$ cat src/rtl/uart_pkg.sv
// uart_pkg: encodings, widths and receiver states shared by uart_rx and uart_tx
package uart_pkg;
   localparam int DATA_W = 8;
   localparam logic [1:0] PAR_NONE   = 2'b00;
   localparam logic [1:0] PAR_EVEN_A = 2'b01;
   localparam logic [1:0] PAR_EVEN_B = 2'b10;
   localparam logic [1:0] PAR_ODD    = 2'b11;
   typedef enum logic [2:0] {IDLE, START, DATA, PARITY, STOP, BREAK} rx_state_t;
endpackage

$ cat src/rtl/uart_rx_if.sv
// uart_rx_if: host-side result and acknowledge signals of the UART receiver
interface uart_rx_if;
   import uart_pkg::*;
   logic read;
   logic full;
   logic [DATA_W-1:0] rx_data;
   logic parity_err;
   logic frame_err;
   logic overrun;
   logic busy;
   modport master(output read, input full, rx_data, parity_err, frame_err, overrun, busy);
   modport slave(input read, output full, rx_data, parity_err, frame_err, overrun, busy);
endinterface

$ cat src/rtl/uart_rx_sync.sv
// uart_rx_sync: two-flop synchroniser of the rx line plus falling-edge detect
module uart_rx_sync (
   input  logic clk,
   input  logic rstn,
   input  logic enable,
   input  logic rx,
   output logic rx_s,
   output logic fall
);
   logic [2:0] q;
   always_ff @(posedge clk)
      if (!rstn) q <= '1;
      else if (enable) q <= {q[1:0], rx};
   // q[2] only remembers the previous synchronised value for edge detection
   assign rx_s = q[1];
   assign fall = q[2] & ~q[1];
endmodule

$ cat src/rtl/uart_rx.sv
// uart_rx: UART frame receiver holding the byte and status flags until acknowledged
module uart_rx
   import uart_pkg::*;
(
   input  logic        clk,
   input  logic        rstn,
   input  logic        enable,
   input  logic        rx,
   input  logic [31:0] div,
   input  logic [1:0]  parity,
   uart_rx_if.slave    host
);
   rx_state_t state, state_n;
   logic [31:0] cnt, cnt_n, reload;
   logic [2:0] bitn, bitn_n;
   logic [DATA_W-1:0] sr, sr_n;
   logic perr, perr_n, read_d, rd_edge, commit, tick, rx_s, fall;
   uart_rx_sync u_sync (.clk(clk), .rstn(rstn), .enable(enable), .rx(rx), .rx_s(rx_s), .fall(fall));
   assign tick = cnt == '0;
   assign reload = {div[30:0], 1'b1};
   assign rd_edge = host.read & ~read_d;
   assign host.busy = state != IDLE;
   always_comb begin
      state_n = state;
      cnt_n = tick ? cnt : cnt - 32'd1;
      bitn_n = bitn;
      sr_n = sr;
      perr_n = perr;
      commit = 1'b0;
      case (state)
         IDLE: if (fall) begin
            state_n = START;
            cnt_n = div;
         end
         START: if (tick) begin
            state_n = rx_s ? IDLE : DATA;
            cnt_n = reload;
            bitn_n = '0;
         end
         DATA: if (tick) begin
            sr_n[bitn] = rx_s;
            cnt_n = reload;
            bitn_n = bitn + 3'd1;
            if (bitn == 3'd7) state_n = parity == PAR_NONE ? STOP : PARITY;
         end
         PARITY: if (tick) begin
            perr_n = rx_s ^ (^sr) ^ (parity == PAR_ODD);
            cnt_n = reload;
            state_n = STOP;
         end
         STOP: if (tick) begin
            commit = 1'b1;
            state_n = rx_s ? IDLE : BREAK;
         end
         BREAK: if (rx_s) state_n = IDLE;
         default: state_n = IDLE;
      endcase
   end
   always_ff @(posedge clk)
      if (!rstn) begin
         state <= IDLE;
         cnt <= '0;
         bitn <= '0;
         sr <= '0;
         perr <= 1'b0;
         read_d <= 1'b0;
         host.full <= 1'b0;
         host.rx_data <= '0;
         host.parity_err <= 1'b0;
         host.frame_err <= 1'b0;
         host.overrun <= 1'b0;
      end else if (enable) begin
         state <= state_n;
         cnt <= cnt_n;
         bitn <= bitn_n;
         sr <= sr_n;
         perr <= perr_n;
         read_d <= host.read;
         // a commit beats a simultaneous read edge, which still suppresses overrun
         host.full <= commit | (host.full & ~rd_edge);
         host.overrun <= (commit & host.full & ~rd_edge) | (host.overrun & ~rd_edge);
         if (commit) begin
            host.rx_data <= sr;
            host.parity_err <= (parity != PAR_NONE) & perr;
            host.frame_err <= ~rx_s;
         end
      end
endmodule

$ cat src/flat_wrapper.sv
// flat-port wrapper written by rule: the top's interface ports become plain ports
module uart_rx_flat import uart_pkg::*;
  (clk, rstn, enable, rx, div, parity, host_read, host_full, host_rx_data, host_parity_err, host_frame_err, host_overrun, host_busy);
  uart_rx_if host_i ();
  input  logic clk;
  input  logic rstn;
  input  logic enable;
  input  logic rx;
  input  logic [31:0] div;
  input  logic [1:0] parity;
  input wire logic [$bits(host_i.read)-1:0] host_read;
  output wire logic [$bits(host_i.full)-1:0] host_full;
  output wire logic [$bits(host_i.rx_data)-1:0] host_rx_data;
  output wire logic [$bits(host_i.parity_err)-1:0] host_parity_err;
  output wire logic [$bits(host_i.frame_err)-1:0] host_frame_err;
  output wire logic [$bits(host_i.overrun)-1:0] host_overrun;
  output wire logic [$bits(host_i.busy)-1:0] host_busy;
  assign host_i.read = host_read;
  assign host_full = host_i.full;
  assign host_rx_data = host_i.rx_data;
  assign host_parity_err = host_i.parity_err;
  assign host_frame_err = host_i.frame_err;
  assign host_overrun = host_i.overrun;
  assign host_busy = host_i.busy;
  uart_rx u_core (.clk(clk), .rstn(rstn), .enable(enable), .rx(rx), .div(div), .parity(parity), .host(host_i));
endmodule
$ cat config.mk
export PLATFORM = sky130hd
export DESIGN_NAME = uart_rx_flat
export DESIGN_NICKNAME = d
export VERILOG_FILES = /design/src/rtl/uart_pkg.sv /design/src/rtl/uart_rx_if.sv /design/src/rtl/uart_rx_sync.sv /design/src/rtl/uart_rx.sv /design/src/flat_wrapper.sv
export SDC_FILE = /design/constraint.sdc
export NUM_CORES = 1
export LEC_CHECK = 0
export ABC_AREA = 1
export BUFFER_PORTS_ARGS = -buffer_cell sky130_fd_sc_hd__buf_2
export CORE_MARGIN = 2
export CORE_UTILIZATION = 53
export DETAILED_ROUTE_END_ITERATION = 10
export PLACE_DENSITY_LB_ADDON = 0.05
export SETUP_SLACK_MARGIN = 0.3
export SLEW_MARGIN = 20
export SYNTH_ARGS = -nofsm -noshare
export SYNTH_HDL_FRONTEND = slang
export SYNTH_SLANG_ARGS = --single-unit
export TNS_END_PERCENT = 20
$ cat constraint.sdc
create_clock -name clk -period 5.03 [get_ports clk]
set_input_delay 1.2575 -clock clk [delete_from_list [all_inputs] [get_ports clk]]
set_output_delay 1.2575 -clock clk [all_outputs]
set_load 0.02 [all_outputs]
# == Word level (Yosys, flattened, before mapping) ==
# Cells that the tools add are included.
# totals
ff_bits,63
inputBits,39
word_cells,81
output_inout_bits,13
# op_classes
eq_ne,14
n_mux,23
bitwise,14
order_cmp,2
n_reduce_logical,14
addsub,2
# op_table
op,n
two-way mux 32 bit,3
one-hot mux 32 bit (2 select lines),1
two-way mux 3 bit,11
logical NOT 32 bit,1
"subtractor 32 x 1 -> 32 bit, second input constant",1
one-hot mux 3 bit (6 select lines),1
"inequality test 2 x 1 -> 1 bit, second input constant",6
"== test 3 bit, second input constant",3
bitwise mux 8 bit,1
AND reduction 8 bit,1
parity 8 bit,1
AND 1 bit,7
"== test 3 x 2 -> 1 bit, second input constant",2
one-hot mux 3 bit (2 select lines),1
AND reduction 3 bit,2
"less-than comparator 3 x 4 -> 1 bit, second input constant",1
AND reduction 4 bit,1
nonzero test 2 bit,2
"adder 3 x 1 -> 3 bit, second input constant",1
demux 1 bit (select 3 bit),1
"== test 3 x 1 -> 1 bit, second input constant",1
"greater-or-equal comparator 3 x 1 -> 1 bit, second input constant",1
logical NOT 3 bit,1
two-way mux 1 bit,3
11 further kinds,15

# == Depth between registers and ports, before layout ==
# depth
ltp_word,6
mapped_depth,15
mapped_depth_nobuf,14

# == By module ==
# From an unflattened synthesis, not the netlist that was laid out.
# hier_totals
cells_unflattened,737
area_unflattened_um2,4495.6
# by_module_without_submodules
mod,area_per_inst_um2,seq_area_each_um2,cells_each,instances
uart_rx,4386.7,1201.2,722,1
uart_rx_sync,108.9,60.1,15,1

# == Worst setup path before layout ==
# Ideal clock, no wire load.
# synth_path
path_type,input -> register
from,input port enable
to,register u_core.state[2]
setup_ns,0.122
required_time_ns,4.908
path_stages,6
arrival_ns,2.188
n_path_buf,1
setup_slack_ns,2.720
path_cell_list,clkbuf_1 > inv_1 > nor3_1 > nand2_1 > o21ai_0 > a21oi_1
# synth_via
elab_chain_len,1
# synth_lines
item,line_no,rtl
"start, declared",flat_wrapper.sv:7,input logic enable;
AND reduction 8 bit (no source line),-,
"end signal, assigned",uart_rx.sv:73,state <= state_n;
"end, declared",uart_rx.sv:13,"rx_state_t state, state_n;"
# No other way between the ends.
# A chain may end at the register's enable or synchronous reset.

# == Worst setup path in the final report ==
# layout_path
from,register u_core.state[2]
to,output port host_busy
# layout_via
elab_chain_len,1
# layout_lines
item,line_no,rtl
nonzero test 3 bit,uart_rx.sv:22,assign host.busy = state != IDLE;
"end, declared",flat_wrapper.sv:17,output wire logic [$bits(host_i.busy)-1:0] host_busy;
# No other way between the ends.

==> reports/results.md <==
| Step | Quantity | This run |
| --- | --- | --- |
| run status | Outcome | finished, final reports clean |
| clocking | Number of clock buffers inserted by TritonCTS | 9 |
| yosys | Top FF cell, synth | sky130_fd_sc_hd__dfxtp_1 |
| timing | Remaining max-slew budget at the tightest pin | 43.2% |
| floorplanning | Starting Density | 55.3% |
| critical path | CP max FO | 32 |
| clocking | CTS tree | built |
| clocking | Root Driver | sky130_fd_sc_hd__clkbuf_8 |
| timing | Final number of max-transition violations | 0 |
| drt | Via Count | 4,766 |
| floorplanning | Standard cell core area | 7810 µm² |
| timing | Worst Hold Slack | 471 ps |
| timing | Clock Skews | 11.3 ps |
| critical path | Reg-to-reg setup timing slack | 2340 ps |
| yosys | Ys async rst share | 0% |
| drt | Total iterations of the first detailed-routing run | 5 |
| layout | Syn-to-layout area delta | 10.5% |
| yosys | Area contributors post-synth | sky130_fd_sc_hd__dfxtp_1, sky130_fd_sc_hd__nand2_1, sky130_fd_sc_hd__o21ai_0 |
| min path | Min-Delay Endpoint | u_core.host.frame_err |
| pwr | Power per cell area | 469 nW/µm² |
| critical path | Number of cells on the worst reg-to-reg path | 10 |
| critical path | CP Launch Type | flop |
| layout | Number of nets in the layout | 760 |
| min path | Worst hold path class | flop to flop |
| floorplanning | Horiz. Die Dim | 94.2 µm |
| pwr | Cell leakage power | 2.13 nW |
| drt | Average wire per standard cell | 15.4 µm |
| timing | Final hold violation count | 0 |
| layout | Antenna diode count | 0 |
| timing | Post-Route Setup TNS | 0 ps |
| drt | Total length of routed wires | 12,700 µm |
| pwr | Power, Total | 2.24 mW |
| drt | Vias per cell | 5.79 |
| critical path | Endpoint arrival time on the critical path | 1810 ps |
| placement | Half-perimeter wire length after placement | 8730 µm |
| timing | Final-report setup violation count | 0 |
| yosys | Most used standard cell by instance count after synthesis | sky130_fd_sc_hd__nand2_1 |
| yosys | Unique masters post-synth | 34 |
| critical path | RR Endpoint | u_core.cnt[30] |
| yosys | Total nets after synthesis | 728 |
| critical path | CP Data Required Time | 3770 ps |
| clocking | Maximum number of buffers from clock root to sink | 2 |
| timing | Final worst path period share | 60.9% |
| layout | Share of final-layout standard cells stronger than drive strength 1 | 13.0% |
| clocking | Count of hold buffers inserted by post-cts repair | 0 |
| clocking | Skew-Pair Late Insertion Delay | 350 ps |
| min path | Number of stages on the worst hold path | 2 |
| global routing | Number of global-route vias before repair | 4,394 |
| placement | Cells after DPL | 807 |
| floorplanning | Height of the die | 94.2 µm |
| timing | Fmax | 0.326 GHz |
| clocking | Num Clock Sinks | 63 |
| critical path | Beginning of the worst register-to-register path | u_core.u_sync.q[1] |
| timing | Final period demand of the worst path | 3060 ps |
| yosys | Yosys warning total | 0 |
| critical path | Kind of critical path | flop to output port |
| drt | Remaining antenna violation count | 0 |
| yosys | Cells after synthesis | 684 |
| placement | Quantity of I/O buffers inserted on ports | 51 |
| clocking | # Post-CTS Setup Buffers | 0 |
| yosys | Cell taking the most area after synthesis | sky130_fd_sc_hd__dfxtp_1 |
| pwr | IR Drop Worst-Case VDD | 0.294 mV |
| yosys | Mean post-synth cell area | 6.31 µm² |
| yosys | Number of flip-flops and latches in the synthesized netlist | 63 |
| critical path | Crit path cell chain | inv_1, nand2_2, buf_2 |
| layout | Non-filler instance count after layout | 823 |
| min path | Hold path start | u_core.host.frame_err |
| yosys | Number of enable flip-flop cells after synthesis | 0 |
| flow run | Maximum capacitance violations | 0 |
| global routing | Number of antenna violations at the first check in global routing | 0 |
| critical path | Slowest-stage cell, CP | sky130_fd_sc_hd__dfxtp_1 |
| drt | Drt drc | 0 |
| global routing | Pin count of the biggest net entering global routing | 55 |
| global routing | Global route total overflow | 0 |
| floorplanning | Die Outline Area | 8880 µm² |
| timing | Transition time at the pin with the least slew margin | 851 ps |
| global routing | Global Route Usage Sum | 29.1% |
| clocking | Resized Gates After CTS | 0 |
| global routing | Wire length of the first global-routing pass | 20,600 µm |
| timing | Unrepaired setup endpoints after global routing | false |
| clocking | Number of levels in the clock H-tree | 3 |
| yosys | List of most frequent post-synthesis cells | sky130_fd_sc_hd__nand2_1, sky130_fd_sc_hd__o21ai_0, sky130_fd_sc_hd__inv_1, sky130_fd_sc_hd__nor2_1, sky130_fd_sc_hd__dfxtp_1 |
| floorplanning | Number of top-level design ports | 52 |
| yosys | Summed instance area of the synthesized netlist | 4320 µm² |
| drt | Violation count after the first detailed-routing iteration | 266 |
| layout | Utilization of the core after routing | 61.1% |
| critical path | Largest stage delay on the critical path | 530 ps |
| floorplanning | Floorplan row count | 32 |
| clocking | Post-CTS clock slew at the launch and capture registers of the worst setup and hold paths | 80 ps |
| yosys | Post-synth top area share | 29.2% |
| yosys | Share of synthesized area occupied by flip-flops and latches | 29.2% |
| placement | Placer Congestion | 0.998 |
| layout | # fillers | 795 |
| critical path | Crit end category | output port |
layout by cell type, fill, tap and decap left out, drive strengths merged, types with 2 or more instances in the layout:
| cell | netlist | final |
|---|---|---|
| a21oi | 51 | 51 |
| a221oi | 6 | 6 |
| a311oi | 8 | 8 |
| a31oi | 18 | 18 |
| buf | 9 | 52 |
| clkbuf | 22 | 9 |
| clkinv | 0 | 3 |
| clkinvlp | 0 | 2 |
| dfxtp | 63 | 63 |
| ha | 5 | 5 |
| inv | 84 | 85 |
| nand2 | 130 | 130 |
| nand3 | 42 | 42 |
| nand3b | 2 | 2 |
| nand4 | 13 | 13 |
| nor2 | 91 | 91 |
| nor3 | 19 | 19 |
| nor3b | 2 | 2 |
| nor4 | 2 | 2 |
| o211ai | 4 | 4 |
| o21ai | 93 | 93 |
| xnor2 | 9 | 9 |
| xor2 | 9 | 9 |
stage by stage:
step | worst slack, ps | area [µm²]
5_1_grt | 1860 | 4770
4_1_cts | 1990 | 4770
3_5_place_dp | 2170 | 4570
6_report | 1970 | 4770
2_1_floorplan | 2720 | 4320
3_3_place_gp | 2220 | 4570
area by class of cell:
class,instances,area [µm²],share of cell area (%)
clock inverters,7,72.6,1.52
well taps,102,128,2.68
clock buffers,9,124,2.60
inverters,84,315,6.61
multi-input cells,506,2610,54.7
flip-flops and latches,63,1260,26.4
repair buffers,52,263,5.51
worst max-delay path by stage:
stage                     from                  to
2_1_floorplan           enable     u_core.state[2]
3_3_place_gp              rstn  u_core.u_sync.q[1]
3_5_place_dp              rstn  u_core.u_sync.q[1]
4_1_cts        u_core.state[2]           host_busy
5_1_grt        u_core.state[2]           host_busy
6_report       u_core.state[2]           host_busy
power breakdown:
part | switching (mW) | internal [mW] | total, mW
Sequential | 0.0785 | 0.558 | 0.637
Clock | 0.229 | 0.230 | 0.458
Combinational | 0.823 | 0.320 | 1.14
Total | 1.13 | 1.11 | 2.24
sequential cells by signal, summed over array words and instances (netlist names), 3 cells and up:
signal	count
u_core.state	3
u_core.cnt	32
u_core.host.rx_data	8
u_core.bitn	3
u_core.sr	8
u_core.u_sync.q	3
cells by family (layout without fill, tap and decap cells):
group | count (synthesis) | in the layout | share of synthesized area [%]
AOI/OAI and AO/OA | 182 | 182 | 23.5
xor gates and xnor gates | 18 | 18 | 3.65
adders and majority gates | 5 | 5 | 1.45
buffers and inverters | 115 | 152 | 10.4
DFF | 63 | 63 | 29.2
and+or+nand+nor | 301 | 301 | 31.8
per-layer routing:
metal | track usage, % | vias to the layer above | routed length (µm)
li1 | - | 2358 | -
met2 | 51.2 | 192 | 5940
met3 | 3.37 | 23 | 771
met1 | 36.3 | 2193 | 5670
met5 | 0 | - | 0
met4 | 10.6 | 0 | 298
worst max-delay path, delay by kind of cell (launching register included):
family	cells	cell delay, ps
DFF	1	530
and+or+nand+nor	1	480
buffers and inverters	2	440
Power figures use the tool's default switching activity.
